<file path="src/rtl/alu_mc.sv">
// alu_mc: handshaked ALU with registered single-cycle ops and iterative shift-add MUL / restoring DIVU
module alu_mc #(
  parameter int WIDTH = 8
) (
  input  logic             clk,
  input  logic             rst,
  input  logic             in_valid,
  output logic             in_ready,
  input  logic [WIDTH-1:0] in1,
  input  logic [WIDTH-1:0] in2,
  input  logic [3:0]       alu_op,
  output logic             out_valid,
  input  logic             out_ready,
  output logic [WIDTH-1:0] out,
  output logic [WIDTH-1:0] out_hi,
  output logic [3:0]       flags
);
  localparam int SW = $clog2(WIDTH);
  typedef enum logic [1:0] {IDLE, BUSY, DONE} state_t;
  state_t st, st_n;
  logic [3:0] op;
  logic [SW:0] cnt;
  logic [WIDTH-1:0] hi, lo, m;
  logic [WIDTH:0] sum, dif, madd, shd, trial;
  logic [WIDTH-1:0] r, hi_n, lo_n;
  logic [SW-1:0] sh;
  logic c, v, is_long, is_mul, ge;
  assign in_ready = st == IDLE;
  assign out_valid = st == DONE;
  assign is_long = alu_op == 4'd8 || alu_op == 4'd9;
  assign is_mul = op == 4'd8;
  assign sh = in2[SW-1:0];
  always_comb begin
    sum = {1'b0, in1} + {1'b0, in2};
    dif = {1'b0, in1} - {1'b0, in2};
    r = '0;
    c = 1'b0;
    v = 1'b0;
    case (alu_op)
      4'd0: begin
        r = sum[WIDTH-1:0];
        c = sum[WIDTH];
        v = (in1[WIDTH-1] == in2[WIDTH-1]) && (r[WIDTH-1] != in1[WIDTH-1]);
      end
      4'd1: begin
        r = dif[WIDTH-1:0];
        c = dif[WIDTH];
        v = (in1[WIDTH-1] != in2[WIDTH-1]) && (r[WIDTH-1] != in1[WIDTH-1]);
      end
      4'd2: r = in1 & in2;
      4'd3: r = in1 | in2;
      4'd4: r = in1 ^ in2;
      4'd5: r = in1 << sh;
      4'd6: r = in1 >> sh;
      4'd7: r = $signed(in1) >>> sh;
      default: r = '0;
    endcase
  end
  // one iteration: MUL shifts the product right, DIVU shifts the quotient in from the right
  always_comb begin
    madd = {1'b0, hi} + (lo[0] ? {1'b0, m} : '0);
    shd = {hi, lo[WIDTH-1]};
    trial = shd - {1'b0, m};
    ge = !trial[WIDTH];
    hi_n = is_mul ? madd[WIDTH:1] : (ge ? trial[WIDTH-1:0] : shd[WIDTH-1:0]);
    lo_n = is_mul ? {madd[0], lo[WIDTH-1:1]} : {lo[WIDTH-2:0], ge};
  end
  always_comb begin
    st_n = st;
    case (st)
      IDLE: st_n = in_valid ? (is_long ? BUSY : DONE) : IDLE;
      BUSY: st_n = cnt == 1 ? DONE : BUSY;
      DONE: st_n = out_ready ? IDLE : DONE;
      default: st_n = IDLE;
    endcase
  end
  always_ff @(posedge clk) begin
    if (rst) begin
      st <= IDLE;
      op <= '0;
      cnt <= '0;
      hi <= '0;
      lo <= '0;
      m <= '0;
      out <= '0;
      out_hi <= '0;
      flags <= '0;
    end else begin
      st <= st_n;
      if (st == IDLE && in_valid) begin
        op <= alu_op;
        cnt <= (SW+1)'(WIDTH);
        hi <= '0;
        lo <= alu_op == 4'd8 ? in2 : in1;
        m <= alu_op == 4'd8 ? in1 : in2;
        if (!is_long) begin
          out <= r;
          out_hi <= '0;
          flags <= {r == '0, r[WIDTH-1], c, v};
        end
      end
      if (st == BUSY) begin
        hi <= hi_n;
        lo <= lo_n;
        cnt <= cnt - 1'b1;
        if (cnt == 1) begin
          out <= lo_n;
          out_hi <= hi_n;
          flags <= {lo_n == '0, lo_n[WIDTH-1], is_mul && hi_n != '0, is_mul ? hi_n != '0 : m == '0};
        end
      end
    end
  end
endmodule

</file>
<file path="config.mk">
export PLATFORM = sky130hd
export DESIGN_NAME = alu_mc
export DESIGN_NICKNAME = d
export VERILOG_FILES = /design/src/rtl/alu_mc.sv
export SDC_FILE = /design/constraint.sdc
export NUM_CORES = 1
export LEC_CHECK = 0
export CAP_MARGIN = 20
export CORE_MARGIN = 5
export CORE_UTILIZATION = 30
export DETAILED_ROUTE_END_ITERATION = 16
export PLACE_DENSITY = 0.44
export REMOVE_ABC_BUFFERS = 1
export SLEW_MARGIN = 30
export SYNTH_ARGS = -nofsm -noshare
export SYNTH_HDL_FRONTEND = slang
export SYNTH_SLANG_ARGS = --single-unit
</file>
<file path="constraint.sdc">
create_clock -name clk -period 4.3 [get_ports clk]
set_clock_uncertainty 0.15 [all_clocks]
set_input_delay 1.29 -clock clk [delete_from_list [all_inputs] [get_ports clk]]
set_output_delay 1.29 -clock clk [all_outputs]
set_load 0.05 [all_outputs]
</file>
# Yosys cells after proc, flatten, opt, wreduce, memory -nomap -nowiden
# Index checks and enable logic that the tools add are counted.
[word_totals]
register_bits = 54
latch_bits = 0
mem_bits_rw = 0
romBits = 0
input_bits = 24
output_inout_bits = 22
wordCells = 83
mem_count = 0
[classes]
n_addsub = 5
mul = 0
div_mod_pow = 0
order_cmp = 0
eq_ne = 17
shifts = 3
muxes = 33
bitwise_logic = 3
reduce_logical = 13
[ops]
columns = ["cell", "n"]
rows = [
  ["two-way mux 8 bit", 18],
  ["case mux 8 bit (8 select lines)", 1],
  ["zero test 8 bit", 3],
  ["two-way mux 4 bit", 6],
  ["adder 8 x 8 -> 9 bit", 2],
  ["equality test 4 x 3 -> 1 bit, second input constant", 4],
  ["equality test 4 bit, second input constant", 3],
  ["subtractor 8 x 8 -> 9 bit", 1],
  ["subtractor 9 x 8 -> 9 bit", 1],
  ["bitwise AND 8 bit", 1],
  ["equality test 4 x 1 -> 1 bit, second input constant", 2],
  ["equality test 4 x 2 -> 1 bit, second input constant", 2],
  ["two-way mux 2 bit", 4],
  ["OR 8 bit", 1],
  ["nonzero test 8 bit", 1],
  ["<< shifter 8 x 3 -> 8 bit", 1],
  [">> shifter 8 x 3 -> 8 bit", 1],
  [">>> shifter 8 x 3 -> 8 bit", 1],
  ["bitwise XOR 8 bit", 1],
  ["case mux 2 bit (3 select lines)", 1],
  ["logical AND 1 bit", 4],
  ["zero test 4 bit", 1],
  ["case mux 1 bit (2 select lines)", 2],
  ["subtractor 4 x 1 -> 4 bit, second input constant", 1],
  ["9 further kinds", 11],
]

# Longest topological paths before layout
# Gate-level depths: netlist of the first run.
[depth]
word_depth = 8
depth_mapped = 13
mapped_depth_nobuf = 12

# Least setup slack after synthesis of the first run
# Ideal clock, no wire load.
[synth_timing]
path_type = "input to register"
start = "in in2[2]"
end = "reg flags[3]"
setup_ns = 0.076
arrival_ns = 3.837
required_time_ns = 4.074
setup_slack_ns = 0.238
stages = 11
n_path_buf = 2
cell_sequence = "clkbuf_1 -> clkinv_1 -> ha_1 -> buf_2 -> o21bai_1 -> a21oi_1 -> o31ai_1 -> o221ai_1 -> a221o_1 -> or4b_1 -> o22ai_1"
[synth_via]
elab_chain_len = 7
word_cells_on_any_way = 14
cone_classes = "add/sub (2); shift (3); mux (5); bitwise (3); reduce/logical (1)"
[synth_rtl]
columns = ["element", "line_no", "rtl"]
rows = [
  ["start: declaration", "10", "input logic [WIDTH-1:0] in2,"],
  ["subtractor 8 x 8 -> 9 bit (tied with other cells)", "35", "dif = {1'b0, in1} - {1'b0, in2};"],
  ["case mux 8 bit (8 select lines) *", "39", "case (alu_op)"],
  ["zero test 8 bit *", "99", "flags <= {r == '0, r[WIDTH-1], c, v};"],
  ["two-way mux 4 bit *", "96", "if (!is_long) begin"],
  ["two-way mux 4 bit *", "90", "if (st == IDLE && in_valid) begin"],
  ["two-way mux 4 bit", "106", "if (cnt == 1) begin"],
  ["two-way mux 4 bit *", "102", "if (st == BUSY) begin"],
  ["end signal: assignment", "99", ""],
  ["end signal: assignment", "109", "flags <= {lo_n == '0, lo_n[WIDTH-1], is_mul && hi_n != '0, is_mul ? hi_n != '0 : m == '0};"],
  ["end: declaration", "16", "output logic [3:0] flags"],
]
# Mark *: on every way between the ends. The rest lies on a longest branch, timed or not.
# A chain may end at the register's enable or synchronous reset.

# Worst setup path after layout of the first run
# Same ends and word-level chain as after synthesis.

==> impl_table.tex, run 1 <==
\begin{tabular}{lr}
\hline
Metric & Value \\
\hline
\multicolumn{2}{l}{\textbf{Setup path}} \\
Data required time of the worst path & 4370 ps \\
Worst Path Arrival & 4210 ps \\
Peak fanout along the critical path & 6 \\
Worst Path Class, Setup & in -> reg \\
Worst R2R Setup Slack & 500 ps \\
Critical Path End Type & flop \\
Crit path launch type & input pin \\
\multicolumn{2}{l}{\textbf{Die}} \\
Starting utilization of the core area & 0.3034 \\
Area of the placeable core & 16470 sq um \\
Die Y-Extent & 139.1 microns \\
I/O pin count & 46 \\
Die outline area & 19330 sq um \\
Die outline width & 139.1 microns \\
Site row count & 47 \\
\multicolumn{2}{l}{\textbf{Power}} \\
Clock network power share & 0.264 \\
Fraction of power spent switching nets & 0.3616 \\
Leakage power total & 2.577 nW \\
Switching component of the power & 0.5647 mW \\
Power per standard cell area & 244.7 nW/um\^{}2 \\
Internal power & 0.9969 mW \\
Share of power burned in registers & 0.352 \\
Worst vdd rail ir drop & 0.1587 mV \\
Power share of the combinational group & 0.384 \\
\multicolumn{2}{l}{\textbf{Drt}} \\
Count of nets left with antenna violations after detail routing & 0 \\
Count of routing violations after the opening detailed-route iteration & 405 \\
Via count of the routed design & 5409 \\
Residual DRC & 0 \\
Detailed-routing iteration count for the pre-antenna-repair pass & 5 \\
Per-cell via count in the routed design & 5.458 \\
Routed length per instance & 19.06 microns \\
Total length of routed wires & 18.89 mm \\
\multicolumn{2}{l}{\textbf{Logic synthesis}} \\
Number of flops mapped to enable cells by yosys & 0 \\
Top post-synthesis cells by area & sky130\_fd\_sc\_hd\_\_dfxtp\_1 (22\%), sky130\_fd\_sc\_hd\_\_ha\_1 (11\%), sky130\_fd\_sc\_hd\_\_nand2\_1 (6.2\%) \\
Most frequent cell after synthesis & sky130\_fd\_sc\_hd\_\_nand2\_1 \\
Yosys top cell area share & 0.2164 \\
Syn\_area\_per\_cell & 7.402 sq um \\
Share of synthesized flip-flops with an asynchronous set or reset & 0 \\
Mapped cell area & 4996 sq um \\
Number of synthesized register bits & 54 \\
Most frequent cells after synthesis & sky130\_fd\_sc\_hd\_\_nand2\_1 (83), sky130\_fd\_sc\_hd\_\_nor2\_1 (77), sky130\_fd\_sc\_hd\_\_a21oi\_1 (58), sky130\_fd\_sc\_hd\_\_dfxtp\_1 (54), sky130\_fd\_sc\_hd\_\_ha\_1 (43) \\
Main synth FF type & sky130\_fd\_sc\_hd\_\_dfxtp\_1 \\
Fraction of the yosys area taken by sequential cells & 0.2164 \\
Distinct cells, synth & 75 \\
Synthesis Warnings & 0 \\
Area leader, netlist & sky130\_fd\_sc\_hd\_\_dfxtp\_1 \\
Number of cells produced by synthesis & 675 \\
\multicolumn{2}{l}{\textbf{Outcome}} \\
Result of the run & complete, no violations \\
\multicolumn{2}{l}{\textbf{Place}} \\
Number of placed instances, taps included & 983 \\
Worst setup timing slack at the placement stage & -195.2 ps \\
Final estimated routing congestion in global placement & 0.8504 \\
Placed wire-length estimate after detailed placement & 14.87 mm \\
Count of port buffers added during placement & 45 \\
Cell area after placement & 6228 sq um \\
\multicolumn{2}{l}{\textbf{Final layout}} \\
Number of nets in the final layout & 841 \\
Fraction of final layout cells with drive strength greater than 1 & 0.1505 \\
Non-Filler Instances & 991 \\
Antenna fix cells & 0 \\
Final design instance area without fill & 6381 sq um \\
Growth of design area from synthesis to finish & 27.72\% \\
\multicolumn{2}{l}{\textbf{GRT}} \\
Antenna violations before repair & 0 \\
Vias in the first global route & 5272 \\
Total track usage & 0.1909 \\
GRT met1 Usage & 0.2797 \\
Global-route wire length before repair & 29.84 mm \\
Busiest grt layer & met2 \\
Maximum number of pins on one net before global-route repair & 54 \\
Total overflow reported by the global router & 0 \\
Met3 GRT Util & 0.02276 \\
Grt met2 use & 0.3025 \\
\multicolumn{2}{l}{\textbf{STA}} \\
Worst-margin pin slew & 766.1 ps \\
Hold Vio Cnt, Final & 0 \\
Number of setup violations in the final report & 0 \\
Min cycle time layout & 4140 ps \\
Period utilization & 0.9627 \\
Unrepaired setup endpoints after global routing & no \\
Final-layout worst hold slack & 325.0 ps \\
Number of max-slew violations in the final report & 0 \\
Worst rel slew slack & 0.4760 \\
Highest achievable clock rate & 0.2416 GHz \\
Smallest setup slack after layout & 160.4 ps \\
\multicolumn{2}{l}{\textbf{CTS}} \\
CTS HTree Levels & 2 \\
Clock buffer depth & 2 \\
Root buffer selected by CTS & sky130\_fd\_sc\_hd\_\_clkbuf\_16 \\
TritonCTS clock tree & done \\
Post-CTS Hold Buffers & 0 \\
Clock latency on the worst-skew pair & 300 ps \\
Register clock-pin slew on the reported worst setup and hold paths & 70 ps \\
CTS Buf Count & 5 \\
CTS sink cnt & 54 \\
\multicolumn{2}{l}{\textbf{Min path}} \\
Hold crit path type & reg -> reg \\
\multicolumn{2}{l}{\textbf{Job}} \\
Max capacitance violation total & 0 \\
\hline
\end{tabular}
stage by stage:
step                total power, mW  utilization  TNS (ps)
floorplan                    0.8765            -         0
global placement              1.154       0.3783    -153.0
detailed placement            1.155       0.3783    -241.4
CTS                           1.568       0.3869         0
global route                  1.654       0.3875         0
finish                        1.562       0.3875         0
critical path: stages:
cell and delay, ps:
sky130_fd_sc_hd__clkdlybuf4s50_1 490, sky130_fd_sc_hd__clkinv_1 130, sky130_fd_sc_hd__ha_2 410, sky130_fd_sc_hd__o21bai_1 90
sky130_fd_sc_hd__a21oi_1 250, sky130_fd_sc_hd__o31ai_2 100, sky130_fd_sc_hd__buf_4 150, sky130_fd_sc_hd__a221o_1 300
sky130_fd_sc_hd__a221o_1 330, sky130_fd_sc_hd__or4b_1 510, sky130_fd_sc_hd__o22ai_1 160
routing by layer:
| layer | share of wire | routed length (microns) | vias up |
|---|---|---|---|
| met5 | 0 | 0 | - |
| met3 | 0.032 | 609 | 18 |
| li1 | - | - | 2665 |
| met2 | 0.45 | 8459 | 111 |
| met1 | 0.51 | 9557 | 2615 |
| met4 | 0.014 | 261 | 0 |
logic make-up (layout without fill, tap and decap cells):
group,Yosys count,after routing,share of synthesized area
simple gates,247,247,0.2277
compound gates,216,216,0.3073
buf+inv,85,181,0.06661
flops,54,54,0.2164
fa+ha+maj,47,47,0.1237
mux,16,16,0.04082
xor+xnor,10,10,0.01753
area by class of cell:
type | count | area (sq um)
clock buffers | 6 | 128.9
clock inverters | 2 | 13.76
fillers | 1759 | 10080
inverters | 40 | 150.1
multi-input cells | 536 | 3601
flip-flops and latches | 54 | 1081
well taps | 220 | 275.3
repair buffers | 133 | 1131
state kept, by name (all words and copies together), names as in the netlist:
| signal | flops |
|---|---|
| out | 8 |
| out_hi | 8 |
| m | 8 |
| lo | 8 |
| st | 2 |
| hi | 8 |
| op | 4 |
| cnt | 4 |
| flags | 4 |
power groups by stage:
stage | Clock [mW] | Combinational, mW | Sequential, mW
floorplan | 0 | 0.305 | 0.571
global placement | 0 | 0.593 | 0.562
detailed placement | 0 | 0.593 | 0.562
CTS | 0.421 | 0.596 | 0.550
global route | 0.448 | 0.652 | 0.554
finish | 0.412 | 0.600 | 0.550
what timing repair did:
item	CTS	global route
gates resized for setup	0	3
buffers inserted	0	0
endpoints found under the setup margin	0	1
final timing paths:
| kind | start | to | depth (start not counted) |
|---|---|---|---|
| max | in2[2] | flags[3] | 11 |
| max reg2reg | m[0] | flags[1] | 11 |
| min reg2reg | cnt[3] | cnt[3] | 1 |
| min | cnt[3] | cnt[3] | 1 |
placed cells by master (no fill, tap or decap), drive strengths merged, types with 5 or more instances in the layout:
master,count
clkdlybuf4s50,44
a221o,5
xor2,6
clkbuf,6
a211oi,11
o21ai,25
a221oi,10
nand2,83
a311oi,20
inv,39
nor4,8
o22ai,7
dfxtp,54
nor2b,6
a21o,7
a22oi,14
nand2b,8
nor2,77
mux2i,11
a21boi,5
a21oi,58
nand3,18
nor3,15
buf,89
ha,43
o21a,6
and2,14
o211ai,5
(Power assumes the default switching activity.)
==> run 2: changes to the inputs <==
- CORE_UTILIZATION: 30 -> 50
- CTS_CLUSTER_DIAMETER: not set -> 60
- PLACE_DENSITY: 0.44 -> 0.68
==> impl_table.tex, run 2 (synthesized netlist as in run 1, its figures left out) <==
\begin{tabular}{lr}
\hline
Metric & Value \\
\hline
\multicolumn{2}{l}{\textbf{Setup path}} \\
Worst R2R Setup Slack & 620 ps (+120 ps) \\
Most prevalent standard cell on the critical path & sky130\_fd\_sc\_hd\_\_buf\_4 \\
Peak fanout along the critical path & 6 (unchanged) \\
Data required time of the worst path & 4400 ps (+30 ps) \\
Worst Path Class, Setup & in -> reg \\
Crit path launch type & input pin \\
Worst Path Arrival & 4260 ps (+50 ps) \\
Critical Path End Type & flop \\
Worst-path cell chain & clkdlybuf4s50\_1 -> buf\_4 -> ha\_1 -> fa\_1 -> a31o\_2 -> buf\_4 -> a221oi\_1 -> a21oi\_1 -> nor4\_1 -> or4b\_1 -> o22ai\_1 \\
Cell at the slowest stage of the critical path & sky130\_fd\_sc\_hd\_\_or4b\_1 \\
Critical path's largest stage delay & 500 ps (about the same) \\
\multicolumn{2}{l}{\textbf{Place}} \\
Final estimated routing congestion in global placement & 0.9358 (+10\%) \\
Worst setup timing slack at the placement stage & -193.7 ps (+1.505 ps) \\
Number of placed instances, taps included & 885 (-10\%) \\
Placed wire-length estimate after detailed placement & 13.37 mm (-10\%) \\
Count of port buffers added during placement & 45 (unchanged) \\
\multicolumn{2}{l}{\textbf{CTS}} \\
Root buffer selected by CTS & sky130\_fd\_sc\_hd\_\_clkbuf\_8 \\
Clock buffer depth & 2 (unchanged) \\
Number of buffers inserted to repair setup after CTS & 0 (unchanged) \\
Number of gates given a new drive strength after cts & 0 (unchanged) \\
CTS HTree Levels & 2 (unchanged) \\
CTS sink cnt & 54 (unchanged) \\
Post-CTS Hold Buffers & 0 (unchanged) \\
Clock latency on the worst-skew pair & 320 ps (+20 ps) \\
TritonCTS clock tree & done \\
Register clock-pin slew on the reported worst setup and hold paths & 110 ps (+40 ps) \\
CTS Buf Count & 5 (unchanged) \\
\multicolumn{2}{l}{\textbf{Die}} \\
Die outline width & 110.0 microns (-21\%) \\
Site row count & 36 (-23\%) \\
I/O pin count & 46 (unchanged) \\
Starting utilization of the core area & 0.5111 (+0.2077) \\
Die outline area & 12090 sq um (-37\%) \\
Die Y-Extent & 110.0 microns (-21\%) \\
Area of the placeable core & 9774 sq um (-41\%) \\
\multicolumn{2}{l}{\textbf{Drt}} \\
Per-cell via count in the routed design & 6.127 (+12\%) \\
Count of routing violations after the opening detailed-route iteration & 474 (+17\%) \\
Via count of the routed design & 5471 (+1.1\%) \\
Detailed-routing iteration count for the pre-antenna-repair pass & 7 (+2) \\
Routed length per instance & 19.32 microns (+1.4\%) \\
Total length of routed wires & 17.25 mm (-8.7\%) \\
Count of nets left with antenna violations after detail routing & 0 (unchanged) \\
Residual DRC & 0 (unchanged) \\
\multicolumn{2}{l}{\textbf{STA}} \\
Worst-margin pin slew & 941.3 ps (+175.2 ps) \\
Min cycle time layout & 4156 ps (+16.69 ps) \\
Smallest setup slack after layout & 143.8 ps (-16.69 ps) \\
Highest achievable clock rate & 0.2406 GHz (-0.40\%) \\
Period utilization & 0.9666 (+0.003881) \\
Number of max-slew violations in the final report & 0 (unchanged) \\
Worst rel slew slack & 0.3639 (-0.1121) \\
Unrepaired setup endpoints after global routing & no \\
Hold Vio Cnt, Final & 0 (unchanged) \\
Number of setup violations in the final report & 0 (unchanged) \\
\multicolumn{2}{l}{\textbf{Power}} \\
Worst vdd rail ir drop & 0.1770 mV (+12\%) \\
Leakage power total & 2.493 nW (-3.3\%) \\
Power per standard cell area & 233.8 nW/um\^{}2 (-4.5\%) \\
\multicolumn{2}{l}{\textbf{Final layout}} \\
Antenna fix cells & 0 (unchanged) \\
Commonest cells after routing, fill and taps aside & sky130\_fd\_sc\_hd\_\_nand2\_1 (83), sky130\_fd\_sc\_hd\_\_nor2\_1 (77), sky130\_fd\_sc\_hd\_\_buf\_4 (76) \\
Final-layout fill cell count & 918 (-48\%) \\
Growth of design area from synthesis to finish & 22.56\% \\
Number of nets in the final layout & 830 (-1.3\%) \\
Non-Filler Instances & 893 (-9.9\%) \\
Commonest non-fill, non-tap cell in the layout & sky130\_fd\_sc\_hd\_\_nand2\_1 \\
Fraction of final layout cells with drive strength greater than 1 & 0.1368 (-0.01361) \\
\multicolumn{2}{l}{\textbf{GRT}} \\
Global-route wire length before repair & 27.40 mm (-8.2\%) \\
Antenna violations before repair & 0 (unchanged) \\
Total overflow reported by the global router & 0 (unchanged) \\
Vias in the first global route & 5162 (-2.1\%) \\
Total track usage & 0.2927 (+0.1018) \\
Maximum number of pins on one net before global-route repair & 33 (-39\%) \\
\multicolumn{2}{l}{\textbf{Min path}} \\
Hold crit path type & reg -> reg \\
\multicolumn{2}{l}{\textbf{Outcome}} \\
Result of the run & complete, no violations \\
\multicolumn{2}{l}{\textbf{Job}} \\
Max capacitance violation total & 0 (unchanged) \\
\hline
\end{tabular}
[run 2: changes by cell type in the layout (fill, tap and decap cells not counted), sizes merged]
cell      change
clkinvlp      +1
clkbuf        -1
clkinv        -1
buf          -11
inv           +1
[run 2: power by group]
group	leakage, nW	internal [mW]	total, mW	switching (mW)
Clock	0.0447	0.118	0.300	0.182
Combinational	2.01	0.247	0.580	0.333
Sequential	0.440	0.524	0.551	0.0269
Total	2.49	0.889	1.43	0.543
[run 2: worst paths after layout]
check	from	endpoint	cells past startpoint
min reg2reg	op[3]	op[3]	2
max reg2reg	m[0]	flags[1]	11
max	in1[0]	flags[3]	11
min	op[3]	op[3]	2
[run 2: final cells by class]
class / count / area, sq um / area share
timing repair buffer: 122 / 1036 / 0.1692
clock buffer: 5 / 68.82 / 0.01124
tap: 133 / 166.4 / 0.02718
sequential: 54 / 1081 / 0.1765
inverter: 40 / 150.1 / 0.02452
clock inverter: 3 / 25.02 / 0.004087
multi-input combinational: 536 / 3596 / 0.5873
[run 2: routing by layer]
metal  up-vias  wire length, microns  share of wire  track usage
met5         -                     0              0            0
met4         0                   332          0.019      0.06768
met3        26                  1356          0.079      0.04991
met2       220                  7470           0.43       0.4341
met1      2589                  8093           0.47       0.4384
li1       2636                     -              -            -
[run 2: critical path: cells and delay by family]
family	cells	cell delay, ps
AND/OR/NAND/NOR	2	810
AO/OA/AOI/OAI	4	780
buffers and inverters	3	710
adder cells (fa/ha/maj)	2	660
[run 2: metrics by stage]
step / hold slack [ps] / util / setup TNS [ps] / power (mW) / area [sq um]
floorplan: 283.1 / - / 0 / 0.8765 / 4813
global placement: 313.4 / 0.6164 / -117.1 / 1.121 / 6025
detailed placement: 319.7 / 0.6164 / -258.6 / 1.126 / 6025
CTS: 341.7 / 0.6260 / 0 / 1.422 / 6118
global route: 370.5 / 0.6265 / 0 / 1.506 / 6123
finish: 343.4 / 0.6265 / 0 / 1.431 / 6123
==> run 3: changes to the inputs <==
- CELL_PAD_IN_SITES_DETAIL_PLACEMENT: not set -> 1
- CELL_PAD_IN_SITES_GLOBAL_PLACEMENT: not set -> 1
- CORE_UTILIZATION: 50 -> 43
- GPL_ROUTABILITY_DRIVEN: not set -> 0
- PLACE_DENSITY: 0.68 -> 0.78
==> impl_table.tex, run 3 (synthesized netlist as in run 1, its figures left out) <==
\begin{tabular}{lr}
\hline
Metric & Value \\
\hline
\multicolumn{2}{l}{\textbf{Outcome}} \\
Result of the run & complete, no violations \\
\multicolumn{2}{l}{\textbf{Die}} \\
Site row count & 39 (+8.3\%) \\
Die Y-Extent & 117.8 microns (+7.1\%) \\
I/O pin count & 46 (unchanged) \\
Starting utilization of the core area & 0.4375 (-0.07360) \\
Die outline area & 13870 sq um (+15\%) \\
Die outline width & 117.8 microns (+7.1\%) \\
Area of the placeable core & 11420 sq um (+17\%) \\
\multicolumn{2}{l}{\textbf{STA}} \\
Number of max-slew violations in the final report & 0 (unchanged) \\
Min cycle time layout & 4237 ps (+80.93 ps) \\
Setup TNS & 0 ps (unchanged) \\
Number of setup violations in the final report & 0 (unchanged) \\
Period utilization & 0.9854 (+0.01882) \\
Hold Vio Cnt, Final & 0 (unchanged) \\
Worst-margin pin slew & 910.4 ps (-30.91 ps) \\
Highest achievable clock rate & 0.2360 GHz (-1.9\%) \\
Worst rel slew slack & 0.3918 (+0.02791) \\
\multicolumn{2}{l}{\textbf{Power}} \\
Internal power & 0.9792 mW (+10\%) \\
Clock network power share & 0.265 (+0.055) \\
Final Power & 1.550 mW (+8.3\%) \\
Leakage power total & 2.458 nW (-1.4\%) \\
Worst vdd rail ir drop & 0.2128 mV (+20\%) \\
Power share of the combinational group & 0.380 (-0.025) \\
Switching component of the power & 0.5704 mW (+5.1\%) \\
Share of power burned in registers & 0.355 (-0.030) \\
Power per standard cell area & 253.9 nW/um\^{}2 (+8.6\%) \\
Fraction of power spent switching nets & 0.3681 (-0.01098) \\
\multicolumn{2}{l}{\textbf{GRT}} \\
Antenna violations before repair & 0 (unchanged) \\
Vias in the first global route & 5974 (+16\%) \\
Total track usage & 0.2700 (-0.02275) \\
Global-route wire length before repair & 31.19 mm (+14\%) \\
Total overflow reported by the global router & 0 (unchanged) \\
Maximum number of pins on one net before global-route repair & 54 (+64\%) \\
\multicolumn{2}{l}{\textbf{CTS}} \\
Clock buffer depth & 2 (unchanged) \\
Register clock-pin slew on the reported worst setup and hold paths & 70 ps (-40 ps) \\
CTS sink cnt & 54 (unchanged) \\
Root buffer selected by CTS & sky130\_fd\_sc\_hd\_\_clkbuf\_16 \\
Number of buffers inserted to repair setup after CTS & 0 (unchanged) \\
Clock latency on the worst-skew pair & 300 ps (-20 ps) \\
TritonCTS clock tree & done \\
CTS HTree Levels & 2 (unchanged) \\
CTS Buf Count & 5 (unchanged) \\
\multicolumn{2}{l}{\textbf{Setup path}} \\
Data required time of the worst path & 4370 ps (-30 ps) \\
Worst Path Arrival & 4310 ps (+50 ps) \\
Critical Path End Type & flop \\
Peak fanout along the critical path & 8 (+2) \\
Worst Path Class, Setup & in -> reg \\
Crit path launch type & input pin \\
\multicolumn{2}{l}{\textbf{Final layout}} \\
Final-layout fill cell count & 1463 (+59\%) \\
Number of nets in the final layout & 817 (-1.6\%) \\
Register area & 1081 sq um (unchanged) \\
Final design instance area without fill & 6103 sq um (-0.33\%) \\
Commonest non-fill, non-tap cell in the layout & sky130\_fd\_sc\_hd\_\_nand2\_1 \\
Footprint of the multi-input gates & 3625 sq um (+0.80\%) \\
Growth of design area from synthesis to finish & 22.16\% \\
Commonest cells after routing, fill and taps aside & sky130\_fd\_sc\_hd\_\_nand2\_1 (83), sky130\_fd\_sc\_hd\_\_nor2\_1 (77), sky130\_fd\_sc\_hd\_\_buf\_4 (64) \\
Fraction of final layout cells with drive strength greater than 1 & 0.1285 (-0.008328) \\
Antenna fix cells & 0 (unchanged) \\
Post-Route Utilization & 0.5345 (-0.09196) \\
\multicolumn{2}{l}{\textbf{Min path}} \\
Hold crit path type & reg -> reg \\
\multicolumn{2}{l}{\textbf{Drt}} \\
Via count of the routed design & 5590 (+2.2\%) \\
Per-cell via count in the routed design & 6.281 (+2.5\%) \\
Count of routing violations after the opening detailed-route iteration & 498 (+5.1\%) \\
Detailed-routing iteration count for the pre-antenna-repair pass & 5 (-2) \\
Count of nets left with antenna violations after detail routing & 0 (unchanged) \\
Total length of routed wires & 19.24 mm (+12\%) \\
Routed length per instance & 21.62 microns (+12\%) \\
Residual DRC & 0 (unchanged) \\
\multicolumn{2}{l}{\textbf{Place}} \\
Placed wire-length estimate after detailed placement & 14.78 mm (+11\%) \\
Count of port buffers added during placement & 45 (unchanged) \\
Cell area after placement & 5927 sq um (-1.6\%) \\
\multicolumn{2}{l}{\textbf{Job}} \\
Max capacitance violation total & 0 (unchanged) \\
\hline
\end{tabular}
==> run 3: per-layer routing <==
layer / up-vias / GRT usage / wire length, microns
met2: 183 / 0.4438 / 9163
met4: 0 / 0.06308 / 308
met1: 2759 / 0.3700 / 8675
met5: - / 0 / 0
met3: 36 / 0.04469 / 1091
li1: 2612 / - / -
==> run 3: final timing paths <==
kind,to,from,depth (start not counted),slack [ps]
setup reg to reg,flags[1],m[0],11,550
setup / recovery,flags[3],in1[3],11,60
hold reg to reg,out[7],out[7],2,330
hold / removal,out[7],out[7],2,330
==> run 3: per-stage QoR <==
step           hold WS (ps)  setup WS, ps  instances
3_3_place_gp          305.4        -165.4        882
4_1_cts               333.4         7.157        890
3_5_place_dp          319.5        -282.5        882
5_1_grt               353.7        -22.80        890
2_1_floorplan         283.1         487.0        630
6_report              327.5         62.83        890
==> run 3: layout make-up <==
cell class                 instances  area share
tap                              143     0.02932
timing repair buffer             109      0.1517
multi-input combinational        536      0.5939
clock inverter                     2    0.002255
sequential                        54      0.1771
inverter                          40     0.02460
clock buffer                       6     0.02112
==> run 3: repair_timing <==
action | 4_1_cts | 5_1_grt
hold buffers | 0 | 0
resized for setup | 0 | 7
setup endpoints to repair | 0 | 3
==> run 3: critical path, stage by stage <==
cell and delay, ps:
sky130_fd_sc_hd__clkdlybuf4s50_1 490, sky130_fd_sc_hd__inv_1 90, sky130_fd_sc_hd__ha_1 450, sky130_fd_sc_hd__a21o_1 180, sky130_fd_sc_hd__a31o_2 140, sky130_fd_sc_hd__a31oi_1 140, sky130_fd_sc_hd__buf_4 170, sky130_fd_sc_hd__a221o_1 350
sky130_fd_sc_hd__a221o_1 320, sky130_fd_sc_hd__or4b_1 510, sky130_fd_sc_hd__o22ai_1 170
==> run 3: power groups by stage <==
stage               clock network (mW)  logic, mW  registers [mW]
floorplan                            0      0.305           0.571
global placement                     0      0.549           0.560
detailed placement                   0      0.567           0.561
CTS                              0.413      0.571           0.550
global route                     0.434      0.637           0.553
finish                           0.411      0.589           0.550
